## config.mk

```make
export PLATFORM = sky130hd
export DESIGN_NAME = instr_stream_encoder
export DESIGN_NICKNAME = d
export VERILOG_FILES = /design/src/rtl/instr_stream_encoder.sv
export SDC_FILE = /design/constraint.sdc
export NUM_CORES = 1
export LEC_CHECK = 0
export CORE_ASPECT_RATIO = 0.7
export CORE_UTILIZATION = 35
export DETAILED_ROUTE_END_ITERATION = 16
export GPL_ROUTABILITY_DRIVEN = 0
export SYNTH_ARGS = -nofsm -noshare
export SYNTH_HDL_FRONTEND = slang
export SYNTH_SLANG_ARGS = --single-unit
export TNS_END_PERCENT = 10
```

## constraint.sdc

```tcl
create_clock -name clk -period 5.2 [get_ports clk]
set_clock_uncertainty 0.2 [all_clocks]
set_input_delay 1.04 -clock clk [delete_from_list [all_inputs] [get_ports clk]]
set_output_delay 1.04 -clock clk [all_outputs]
set_load 0.01 [all_outputs]
```

## src/rtl/instr_stream_encoder.sv

```systemverilog
// MIPS instruction stream encoder: encodes R/I/J field requests, buffers them, writes to imem.
// Optional build macro ENCODER_DELAY_SLOT_NOP_EN appends a NOP after each BEQ/BNE/J/JAL word.
module instr_stream_encoder #(
    parameter int unsigned FIFO_DEPTH = 4,
    parameter int unsigned ADDR_W     = 10,
    parameter int unsigned BASE_RESET = 0
) (
    input  logic              clk,
    input  logic              reset,
    input  logic              start,
    input  logic [ADDR_W-1:0] base_addr,
    input  logic              in_valid,
    output logic              in_ready,
    input  logic              in_last,
    input  logic [5:0]        in_opcode,
    input  logic [4:0]        in_rs,
    input  logic [4:0]        in_rt,
    input  logic [4:0]        in_rd,
    input  logic [4:0]        in_shamt,
    input  logic [5:0]        in_funct,
    input  logic [15:0]       in_imm,
    input  logic [25:0]       in_target,
    output logic              mem_valid,
    input  logic              mem_ready,
    output logic [ADDR_W-1:0] mem_addr,
    output logic [31:0]       mem_wdata,
    output logic              busy,
    output logic              done,
    output logic              err,
    output logic [ADDR_W-1:0] word_count
);
    localparam int unsigned PTR_W = (FIFO_DEPTH > 1) ? $clog2(FIFO_DEPTH) : 1;
    localparam int unsigned CNT_W = PTR_W + 1;
`ifdef ENCODER_DELAY_SLOT_NOP_EN
    localparam bit NOP_EN = 1'b1;
`else
    localparam bit NOP_EN = 1'b0;
`endif

    typedef enum logic [1:0] {S_IDLE, S_RUN, S_DRAIN} state_t;

    state_t            state_q;
    logic [31:0]       fifo_q [FIFO_DEPTH];
    logic [PTR_W-1:0]  wr_ptr_q, rd_ptr_q;
    logic [CNT_W-1:0]  count_q;
    logic [ADDR_W-1:0] addr_q, wcount_q;
    logic              done_q, err_q, nop_pending_q;

    logic        full, empty, accept, push, pop, nop_push;
    logic        supported, is_branch;
    logic [31:0] enc_word, push_word;

    // Field packing and opcode legality, evaluated on the request as presented
    always_comb begin
        enc_word  = 32'h0;
        supported = 1'b0;
        is_branch = 1'b0;
        case (in_opcode)
            6'h00: begin
                enc_word  = {6'h00, in_rs, in_rt, in_rd, in_shamt, in_funct};
                supported = 1'b1;
            end
            6'h08, 6'h0c, 6'h0d, 6'h23, 6'h2b: begin
                enc_word  = {in_opcode, in_rs, in_rt, in_imm};
                supported = 1'b1;
            end
            6'h0f: begin
                enc_word  = {in_opcode, 5'd0, in_rt, in_imm};
                supported = 1'b1;
            end
            6'h04, 6'h05: begin
                enc_word  = {in_opcode, in_rs, in_rt, in_imm};
                supported = 1'b1;
                is_branch = 1'b1;
            end
            6'h02, 6'h03: begin
                enc_word  = {in_opcode, in_target};
                supported = 1'b1;
                is_branch = 1'b1;
            end
            default: ;
        endcase
    end

    assign full      = (count_q == CNT_W'(FIFO_DEPTH));
    assign empty     = (count_q == '0);
    assign in_ready  = (state_q == S_RUN) && !full && !nop_pending_q;
    assign accept    = in_valid && in_ready;
    assign nop_push  = nop_pending_q && !full;
    assign push      = (accept && supported) || nop_push;
    assign push_word = nop_push ? 32'h0 : enc_word;
    assign mem_valid = (state_q != S_IDLE) && !empty;
    assign pop       = mem_valid && mem_ready;

    assign mem_wdata  = mem_valid ? fifo_q[rd_ptr_q] : 32'h0;
    assign mem_addr   = addr_q;
    assign word_count = wcount_q;
    assign busy       = (state_q != S_IDLE);
    assign done       = done_q;
    assign err        = err_q;

    // Control FSM, FIFO bookkeeping and write-address tracking
    always_ff @(posedge clk) begin
        if (reset) begin
            state_q       <= S_IDLE;
            wr_ptr_q      <= '0;
            rd_ptr_q      <= '0;
            count_q       <= '0;
            addr_q        <= ADDR_W'(BASE_RESET);
            wcount_q      <= '0;
            done_q        <= 1'b0;
            err_q         <= 1'b0;
            nop_pending_q <= 1'b0;
        end else begin
            done_q <= 1'b0;
            err_q  <= accept && !supported;

            if (push) begin
                fifo_q[wr_ptr_q] <= push_word;
                wr_ptr_q         <= wr_ptr_q + PTR_W'(1);
            end
            if (pop) begin
                rd_ptr_q <= rd_ptr_q + PTR_W'(1);
                addr_q   <= addr_q + ADDR_W'(4);
                wcount_q <= wcount_q + ADDR_W'(1);
            end
            count_q <= count_q + CNT_W'(push) - CNT_W'(pop);

            if (nop_push) begin
                nop_pending_q <= 1'b0;
            end else if (NOP_EN && accept && supported && is_branch) begin
                nop_pending_q <= 1'b1;
            end

            case (state_q)
                S_IDLE: begin
                    if (start) begin
                        state_q  <= S_RUN;
                        addr_q   <= {base_addr[ADDR_W-1:2], 2'b00};
                        wcount_q <= '0;
                    end
                end
                S_RUN: begin
                    if (accept && in_last) state_q <= S_DRAIN;
                end
                S_DRAIN: begin
                    if (empty && !nop_pending_q) begin
                        state_q <= S_IDLE;
                        done_q  <= 1'b1;
                    end
                end
                default: state_q <= S_IDLE;
            endcase
        end
    end
endmodule

```

==> summary.txt <==
Timing
  – Worst Max-Slew Pin Slew: approximately 1100 ps
  – Final worst setup slack: roughly 1200 ps
  – Min Tclk post-route: slightly below 4000 ps
  – Setup_tns: 0 ps
  – Final Cycle Share: roughly three quarters
  – Hold Violations, Final: 0
  – Worst relative slew slack: between 20% and 30%
  – Fmax: roughly 250 MHz
  – RSZ-0062 raised after global routing: no
  – Final setup violation count: 0
  – Final Max Tran Viols: 0

Routing
  – Post-route ant nets: 0
  – First-pass detailed-route iteration total: 4
  – DRT iter0 DRCs: between 200 and 300
  – Avg WL per Cell: roughly 18 µm
  – Vias: ~4300
  – Residual DRC: 0
  – Routed WL: between 15000 and 20000 µm
  – Via/cell ratio: just under 5

Final layout
  – FILL cells: approximately 1700
  – Fin nets: 696
  – N_diodes: 0
  – FF+latch area: 4467 µm²
  – Multi-input logic area: 2311 µm²
  – Area growth from synthesis to layout: 32.63%
  – Layout cells sized above 1: around an eighth

Clock tree
  – Max clock buf depth: 2
  – Setup bufs post-CTS: 0
  – Post-CTS Hold Buffers: 0
  – TritonCTS Buffers: 17
  – Post-CTS Resized: 0
  – Worst-path clk slew: roughly 60 ps
  – Sink Count: around 160
  – Clk Latency, worst-skew pair: 420 ps
  – Clk root buf: clkbuf_16
  – CTS tree: built
  – H-tree levels: 4

Setup path
  – Startpoint Class: input port
  – Flop2flop setup slack: between 1500 and 2000 ps
  – RR Startpoint: state_q[0]$_SDFFE_PP0P_
  – Register-to-Register Path Depth: 11
  – Setup crit end kind: flip-flop
  – RR Endpoint: count_q[2]$_SDFF_PP0_
  – CP max FO: 10
  – Critical Path AT: 4070 ps
  – Critical path class: input port to flip-flop
  – Worst Path Required: between 5000 and 6000 ps

Min path
  – Hold Crit Depth: 2
  – Hold Path Sink: word_count[9]$_SDFF_PP0_
  – Hold wc startpoint: word_count[9]$_SDFF_PP0_
  – Worst min path class: flip-flop to flip-flop

Power and ir drop
  – Combinational power share: under 10%
  – Clock Power Share: a little over two fifths
  – Internal: 2.204 mW
  – Power Density: 310.7 nW/µm²
  – Net Sw Frac: a little under a quarter
  – Static leakage: roughly 3.2 nW
  – VDD IR-drop max: roughly 0.18 mV
  – Switching power: around 0.65 mW
  – Seq pwr share: roughly 50%

Floorplan
  – Core area: approximately 19000 µm²
  – # rows: between 40 and 50
  – I/O pin count: 147
  – Die Span X: between 150 and 200 µm
  – Die Area: slightly above 20000 µm²
  – Initial core utilization: a little over a third
  – Chip height: ~120 µm

Yosys
  – Ys async rst share: 0%
  – Synth Area per Inst: 15.34 µm²
  – YS warnings: 0
  – Ys flop type: edfxtp_1
  – Post-synth EDFFs: roughly 130
  – Area leader, netlist: edfxtp_1
  – Register area share after synthesis: around 65%
  – Synth top area share: between 50% and 60%
  – Dominant cells by area after synthesis: edfxtp_1, mux4_2, dfxtp_1
  – Synthesized flop and latch total: ~160
  – Mapped cell area: approximately 7000 µm²
  – Count of different cell masters after synthesis: 49
  – Cells after Synth: roughly 450

Global route
  – Total track usage: about 16%
  – Vias in the first global route: approximately 4500
  – Largest net degree at the start of global routing: 48
  – Initial antenna violation count: 0
  – First-pass GRT wire length: about 24000 µm
  – Final global-route overflow total: 0

Placement
  – Post-Place Setup Slack: ~800 ps
  – Dpl hpwl: between 9000 and 10000 µm
  – Port bufs: roughly 140

Outcome
  – Outcome: completed

Run
  – Max Cap Viol: 0
synthesized netlist by cell type (9+ instances only):
cell type,instances
nand2_1,9
a21o_1,17
clkbuf_1,10
a21oi_1,10
dfxtp_1,31
nor2_1,24
a22o_1,26
and2_1,41
xor2_1,14
inv_1,9
mux4_2,32
edfxtp_1,128
nand3_1,14
worst max-delay path: stages:
cell             delay, ps
clkdlybuf4s50_1        620
a21oi_1                250
o221ai_1               190
nor3_1                 520
inv_1                  100
ha_1                   310
inv_1                   60
ha_1                   130
inv_1                   50
fa_1                   370
xor2_1                 200
xnor2_1                170
nor2_1                  60
placed cells by master, fill, tap and decap left out, types with 8 or more instances in the layout:
| master | n |
|---|---|
| a21oi_1 | 10 |
| nor2_1 | 24 |
| a21o_1 | 17 |
| nand3_1 | 14 |
| and2_1 | 37 |
| nand2_1 | 9 |
| inv_1 | 9 |
| clkdlybuf4s50_1 | 142 |
| clkbuf_16 | 17 |
| xor2_1 | 14 |
| mux4_2 | 32 |
| edfxtp_1 | 128 |
| inv_6 | 8 |
| o21ai_0 | 8 |
| ha_1 | 8 |
| a22o_1 | 26 |
| dfxtp_1 | 29 |
cell families after synthesis:
kind of cell,after synthesis,synth area share (%)
DFF,159,64.53
and+or+nand+nor,125,10.67
AOI/OAI and AO/OA,74,7.958
muxes,34,10.73
buffers and inverters,34,2.424
xor gates and xnor gates,15,1.899
adders and majority gates,9,1.736
other,1,0.05421
routing by layer:
layer | track usage, % | up-vias | part of all wire, %
li1 | - | 2041 | -
met1 | 20.56 | 2160 | 46
met2 | 25.77 | 119 | 48
met3 | 4.189 | 21 | 4.9
met4 | 5.180 | 0 | 1.4
met5 | 0 | - | 0
power by group through the flow:
stage          sequential (mW)  combinational, mW  clock (mW)
4_1_cts                   1.40              0.259        1.22
3_5_place_dp              1.43              0.257           0
3_3_place_gp              1.42              0.250           0
6_report                  1.40              0.256        1.20
2_1_floorplan             1.42              0.115           0
5_1_grt                   1.40              0.276        1.27
worst max path at each step:
| stage | from | end | cells past startpoint |
|---|---|---|---|
| CTS | flip-flop | mem_wdata[21] | 4 |
| global route | in_opcode[5] | count_q[2]$_SDFF_PP0_ | 13 |
| floorplan | in_opcode[5] | count_q[2]$_SDFF_PP0_ | 13 |
| global placement | in_opcode[5] | count_q[2]$_SDFF_PP0_ | 13 |
| detailed placement | in_opcode[5] | count_q[2]$_SDFF_PP0_ | 13 |
| finish | in_opcode[5] | count_q[2]$_SDFF_PP0_ | 13 |
metrics by stage:
stage	cell area [µm²]	hold slack (ps)	instances	power [mW]	utilization [%]
2_1_floorplan	6937	267.7	456	1.537	-
3_3_place_gp	8601	273.3	842	1.674	44.96
3_5_place_dp	8601	287.4	842	1.683	44.96
4_1_cts	9175	296.5	874	2.879	47.97
5_1_grt	9175	355.0	874	2.945	47.97
6_report	9175	289.4	874	2.850	47.97
registers in the layout, summed over array words and instances, names as in the netlist, named ones only:
signal,cells
count_q,3
done,1
err,1
fifo_q,128
mem_addr,8
rd_ptr_q,2
state_q,2
word_count,10
wr_ptr_q,2
area by class of cell:
class                           count  area share [%]
Tap cell                          264           3.600
Clock inverter                     15           1.623
Sequential cell                   159           48.68
Multi-Input combinational cell    263           25.19
Timing Repair Buffer              147           15.90
Clock buffer                       17           4.637
Inverter                            9          0.3682
(Power assumes the default switching activity.)
